## config.mk

```make
export PLATFORM = sky130hd
export DESIGN_NAME = fifo_rd_ctrl
export DESIGN_NICKNAME = d
export VERILOG_FILES = /design/src/rtl/fifo_rd_ctrl.sv
export SDC_FILE = /design/constraint.sdc
export NUM_CORES = 1
export LEC_CHECK = 0
export CAP_MARGIN = 5
export CORE_ASPECT_RATIO = 0.7
export CORE_MARGIN = 5
export CORE_UTILIZATION = 42
export DETAILED_ROUTE_END_ITERATION = 8
export GPL_TIMING_DRIVEN = 0
export PLACE_DENSITY = 0.71
export REMOVE_ABC_BUFFERS = 1
export SLEW_MARGIN = 20
export SYNTH_ARGS = -nofsm -noshare
export SYNTH_HDL_FRONTEND = slang
export SYNTH_SLANG_ARGS = --single-unit
export TNS_END_PERCENT = 50
```

## constraint.sdc

```tcl
create_clock -name r_clk -period 2.2 [get_ports r_clk]
set_clock_uncertainty 0.15 [all_clocks]
set_input_delay 0.22 -clock r_clk [delete_from_list [all_inputs] [get_ports r_clk]]
set_output_delay 0.22 -clock r_clk [all_outputs]
set_load 0.05 [all_outputs]
```

## src/rtl/fifo_rd_ctrl.sv

```systemverilog
// fifo_rd_ctrl -- read-domain controller of an asynchronous FIFO.
// Synchronises the write Gray pointer, keeps the binary/Gray read pointers and
// the empty flag, and drives the RAM read port. A small FSM presents each word
// to the consumer with valid/ready handshaking. A hold register keeps a
// stalled word stable after the RAM output has moved on.
// Optional feature: define FIFO_RD_LEVEL_EN to add the registered rd_level
// output (words still held in the RAM, seen from the read side).
module fifo_rd_ctrl #(
  parameter int DATA_WIDTH = 8,
  parameter int ADDR_WIDTH = 4
) (
  input  logic                  r_clk,
  input  logic                  r_rst,
  input  logic [ADDR_WIDTH:0]   wptr_gray,
  output logic [ADDR_WIDTH:0]   rptr_gray,
  output logic                  ren,
  output logic [ADDR_WIDTH-1:0] raddr,
  input  logic [DATA_WIDTH-1:0] ram_rdata,
  output logic [DATA_WIDTH-1:0] rd_data,
  output logic                  rd_valid,
  input  logic                  rd_ready,
  output logic                  empty
`ifdef FIFO_RD_LEVEL_EN
  ,
  output logic [ADDR_WIDTH:0]   rd_level
`endif
);

  // IDLE: nothing to offer; FRESH: word is on ram_rdata; HELD: word in hold_r
  typedef enum logic [1:0] {
    IDLE  = 2'd0,
    FRESH = 2'd1,
    HELD  = 2'd2
  } rd_state_e;

  rd_state_e             state_r;
  logic                  rd_valid_r;
  logic [DATA_WIDTH-1:0] hold_r;

  logic [ADDR_WIDTH:0]   wq1_wptr_r;
  logic [ADDR_WIDTH:0]   wq2_wptr_r;
  logic [ADDR_WIDTH:0]   rbin_r;
  logic [ADDR_WIDTH:0]   rbin_next_s;
  logic [ADDR_WIDTH:0]   rgray_next_s;
  logic                  ren_s;

`ifdef FIFO_RD_LEVEL_EN
  // Gray to binary: each binary bit is the XOR of all Gray bits at or above it
  function automatic logic [ADDR_WIDTH:0] gray2bin(input logic [ADDR_WIDTH:0] gray);
    logic [ADDR_WIDTH:0] bin;
    bin[ADDR_WIDTH] = gray[ADDR_WIDTH];
    for (int i = ADDR_WIDTH - 1; i >= 0; i--) begin
      bin[i] = bin[i + 1] ^ gray[i];
    end
    return bin;
  endfunction
`endif

  assign raddr = rbin_r[ADDR_WIDTH-1:0];
  assign ren   = ren_s;

  // Read enable: a word exists and the output slot is free or being emptied
  always_comb begin
    ren_s = 1'b0;
    if (r_rst) begin
      ren_s = 1'b0;
    end else begin
      ren_s = !empty && (!rd_valid_r || rd_ready);
    end
  end

  // Next read pointer in binary and Gray form
  always_comb begin
    rbin_next_s  = rbin_r + {{ADDR_WIDTH{1'b0}}, ren_s};
    rgray_next_s = {1'b0, rbin_next_s[ADDR_WIDTH:1]} ^ rbin_next_s;
  end

  // Two-flop synchroniser bringing the write Gray pointer into r_clk
  always_ff @(posedge r_clk) begin
    if (r_rst) begin
      wq1_wptr_r <= {(ADDR_WIDTH + 1){1'b0}};
      wq2_wptr_r <= {(ADDR_WIDTH + 1){1'b0}};
    end else begin
      wq1_wptr_r <= wptr_gray;
      wq2_wptr_r <= wq1_wptr_r;
    end
  end

  // Read pointers and empty flag; empty compares the post-read Gray pointer
  always_ff @(posedge r_clk) begin
    if (r_rst) begin
      rbin_r    <= {(ADDR_WIDTH + 1){1'b0}};
      rptr_gray <= {(ADDR_WIDTH + 1){1'b0}};
      empty     <= 1'b1;
    end else begin
      rbin_r    <= rbin_next_s;
      rptr_gray <= rgray_next_s;
      empty     <= (rgray_next_s == wq2_wptr_r);
    end
  end

`ifdef FIFO_RD_LEVEL_EN
  // Words left in the RAM after this cycle's read, modulo the pointer range
  always_ff @(posedge r_clk) begin
    if (r_rst) begin
      rd_level <= {(ADDR_WIDTH + 1){1'b0}};
    end else begin
      rd_level <= gray2bin(wq2_wptr_r) - rbin_next_s;
    end
  end
`endif

  // Output FSM: a read always lands in FRESH; a stalled FRESH word moves to hold_r
  always_ff @(posedge r_clk) begin
    if (r_rst) begin
      state_r    <= IDLE;
      rd_valid_r <= 1'b0;
      hold_r     <= {DATA_WIDTH{1'b0}};
    end else begin
      case (state_r)
        IDLE: begin
          if (ren_s) begin
            state_r    <= FRESH;
            rd_valid_r <= 1'b1;
          end else begin
            state_r    <= IDLE;
            rd_valid_r <= 1'b0;
          end
        end
        FRESH: begin
          if (ren_s) begin
            state_r    <= FRESH;
            rd_valid_r <= 1'b1;
          end else if (rd_ready) begin
            state_r    <= IDLE;
            rd_valid_r <= 1'b0;
          end else begin
            state_r    <= HELD;
            rd_valid_r <= 1'b1;
            hold_r     <= ram_rdata;
          end
        end
        HELD: begin
          if (ren_s) begin
            state_r    <= FRESH;
            rd_valid_r <= 1'b1;
          end else if (rd_ready) begin
            state_r    <= IDLE;
            rd_valid_r <= 1'b0;
          end else begin
            state_r    <= HELD;
            rd_valid_r <= 1'b1;
          end
        end
        default: begin
          state_r    <= IDLE;
          rd_valid_r <= 1'b0;
        end
      endcase
    end
  end

  // Consumer outputs: forced quiet during reset, otherwise selected by state
  always_comb begin
    rd_data  = {DATA_WIDTH{1'b0}};
    rd_valid = 1'b0;
    if (r_rst) begin
      rd_data  = {DATA_WIDTH{1'b0}};
      rd_valid = 1'b0;
    end else begin
      rd_valid = rd_valid_r;
      case (state_r)
        FRESH:   rd_data = ram_rdata;
        HELD:    rd_data = hold_r;
        IDLE:    rd_data = hold_r;
        default: rd_data = {DATA_WIDTH{1'b0}};
      endcase
    end
  end

endmodule

```

==> flow_metrics.py <==
metrics = {
    "outcome": {
        "status": "finished clean",
    },
    "critical_path": {
        "cp-end-kind": "primary output",
        "crit_fanout": 7,
        "cp-startpoint": "rbin_r[2]",
        "endpoint": "raddr[2]",
        "max_stage_delay_ns": 0.91,
        "r2r-end": "empty",
        "cp_slowest_cell": "clkdlybuf4s50_1",
        "critPathLaunchType": "register",
        "cp_top_family": "buffers and inverters",
        "cp.required_ns": 1.83,
        "cp.buffers_inverters": 1,
        "path_class": "reg2out",
        "r2r_cells": 7,
        "cp_cell_sequence": "clkdlybuf4s50_1",
        "rrSetupSlack_ns": 0.10,
        "cp_num_cells": 1,
        "reg2reg_from": "rd_valid_r",
        "cp.arrival_ns": 1.76,
    },
    "floorplanning": {
        "die_w_um": 77.1,
        "die_h_um": 57.0,
        "dieArea_sq_um": 4400,
        "core-area_sq_um": 3080,
        "num_io_pins": 36,
        "row_count": 17,
        "start_util_pct": 43.0,
    },
    "routing": {
        "post_drt_wl_per_cell_um": 12.8,
        "drtIter0Drc": 67,
        "drc": 0,
        "wl_um": 2670,
        "drt_first_pass_iters": 4,
        "ant_nets": 0,
        "vias_per_cell": 4.84,
        "vias": 1012,
    },
    "sta": {
        "fin_ws_ns": 0.0750,
        "fmax_mhz": 471,
        "grt_setup_unrepaired": "false",
        "tightestPinTransition_ns": 0.573,
        "finalHoldWorstSlack_ns": 0.139,
        "period_needed_ns": 2.13,
        "hold_viol": 0,
        "setup_violations": 0,
        "relSlewSlack_pct": 61.8,
        "slew_violations": 0,
        "min_period_over_period_pct": 96.6,
    },
    "worst_hold_path": {
        "hp-class": "in2reg",
        "min_from": "rd_ready",
    },
    "power": {
        "finalPower_mw": 1.41,
        "ir_drop_mv": 0.439,
        "leakage_nw": 0.728,
        "cellPowerDensity_nw_per_um2": 767,
    },
    "layout": {
        "drive_gt1_share_pct": 17.0,
        "num-nets-final": 192,
        "nFillCells": 259,
        "post-route-util_pct": 59.4,
        "layout_common_cells": "dfxtp_1, nor2_1, clkdlybuf4s50_1",
        "final_common_cell": "dfxtp_1",
        "area_delta_synth_final_pct": 38.3,
        "antennaDiodeCount": 0,
    },
    "logic_synthesis": {
        "syn_inst": 135,
        "syn-cell-area_sq_um": 1330,
        "syn-mean-instance-area_sq_um": 9.81,
        "ys_types": 26,
        "yosysWarnings": 0,
        "synth-seq-cells": 31,
        "netlist.area_leader.share_pct": 46.8,
        "yosysSeqAreaShare_pct": 46.8,
        "yosysTopAreaCell": "dfxtp_1",
        "synth_area_leaders": "dfxtp_1, mux2i_1, nor2_1, nor2b_1, ha_1",
    },
    "cts": {
        "cts.sinks": 31,
        "cts-htree-levels": 2,
        "cts_buffers": 5,
        "clockBufferDepth": 2,
        "cts_tree": "done",
        "clk_pin_slew_ns": 0.07,
        "root_buffer": "clkbuf_8",
        "cts_setup_buffers": 0,
        "clk_latency_ns": 0.28,
    },
    "placement": {
        "gp_congestion": 0.756,
        "portBuffers": 35,
        "dp_worst_setup_slack_ns": -1.56,
        "dp_hpwl_um": 1870,
    },
    "global_route": {
        "grtUsageTotal_pct": 13.3,
        "antenna_found_initial": 0,
        "grt_max_degree": 32,
        "grt-ovfl-total": 0,
        "grt_pass1_vias": 973,
        "grt_pass1_wl_um": 4490,
    },
    "job": {
        "cap_violations": 0,
    },
}
-- layer usage --
| metal | wire length, um | track usage [%] | part of all wire, % | vias up |
|---|---|---|---|---|
| met5 | 0 | 0 | 0 | - |
| met1 | 1180 | 15.8 | 44 | 460 |
| met4 | 46 | 5.88 | 1.7 | 0 |
| li1 | - | - | - | 516 |
| met2 | 1300 | 21.0 | 48 | 32 |
| met3 | 152 | 5.68 | 5.7 | 4 |
-- Yosys cell counts --
| library cell | count |
|---|---|
| o41ai_2 | 1 |
| inv_1 | 4 |
| nand2_1 | 2 |
| nor2b_1 | 13 |
| o311a_1 | 1 |
| mux2i_1 | 9 |
| and2_1 | 2 |
| a22oi_1 | 8 |
| xor2_1 | 6 |
| clkbuf_1 | 4 |
| nor4b_1 | 1 |
| buf_2 | 2 |
| ha_1 | 6 |
| nand3_1 | 3 |
| dfxtp_1 | 31 |
| nand4_1 | 1 |
| xnor2_1 | 8 |
| o21ai_0 | 1 |
| a211oi_1 | 1 |
| a21oi_1 | 1 |
| a21bo_2 | 1 |
| xnor2_2 | 1 |
| nor2_1 | 24 |
| buf_1 | 1 |
| o2bb2ai_1 | 1 |
| or2_2 | 2 |
-- flip-flops by register name (all words and copies together), names as in the netlist --
name / count
state_r: 2
wq1_wptr_r: 5
hold_r: 8
empty: 1
wq2_wptr_r: 5
rbin_r: 4
rd_valid_r: 1
rptr_gray: 5
-- worst min path at each step --
stage                    endpoint  slack [ns]  cells after the start
CTS                    state_r[1]        0.13                      2
floorplan               rbin_r[0]        0.14                      1
global placement    wq2_wptr_r[4]        0.27                      1
detailed placement  wq2_wptr_r[3]        0.27                      1
global route           state_r[1]        0.13                      2
finish                 state_r[1]        0.14                      2
-- kinds of logic (layout without fill, tap and decap cells) --
family          after synthesis  count (layout)  synth area share (%)
simple gates                 48              48                  17.7
flops                        31              31                  46.8
compound gates               15              15                  9.25
xor+xnor                     15              15                  10.5
buf+inv                      11              47                  3.30
mux                           9               9                  6.80
fa+ha+maj                     6               6                  5.67
-- power breakdown --
group          leakage, nW  switching, mW  internal, mW
registers            0.253         0.0174         0.589
logic                0.417          0.143         0.102
clock network       0.0581          0.218         0.337
total                0.728          0.378          1.03
-- worst register-to-register path: cells and delay by family (launching register included) --
| family | cells | cell delay, ns |
|---|---|---|
| multiplexers | 1 | 0.10 |
| XOR/XNOR | 2 | 0.35 |
| adder cells (fa/ha/maj) | 2 | 0.42 |
| flip-flops | 1 | 0.34 |
| AO/OA/AOI/OAI | 2 | 0.65 |
-- cell type report --
class / count / area, sq um / area share [%]
Multi-Input combinational cell: 93 / 734 / 40.1
Sequential cell: 31 / 621 / 33.9
Timing Repair Buffer: 35 / 303 / 16.5
Clock buffer: 5 / 68.8 / 3.75
Tap cell: 38 / 47.5 / 2.59
Clock inverter: 3 / 43.8 / 2.39
Inverter: 4 / 15.0 / 0.819
-- stage by stage --
stage,instance area (sq um),std cells,TNS [ns]
4_1_cts,1830,209,0
6_report,1830,209,0
3_5_place_dp,1690,201,-24.49
2_1_floorplan,1300,128,-9.90
3_3_place_gp,1690,201,-23.86
5_1_grt,1830,209,0
-- repair_timing --
item / in CTS / in global routing
pin swaps: 2 / 1
cloned: 0 / 0
endpoints found under the setup margin: 30 / 4
hold buffers: 0 / 0
gates resized for setup: 58 / 1
(Power assumes the default switching activity.)
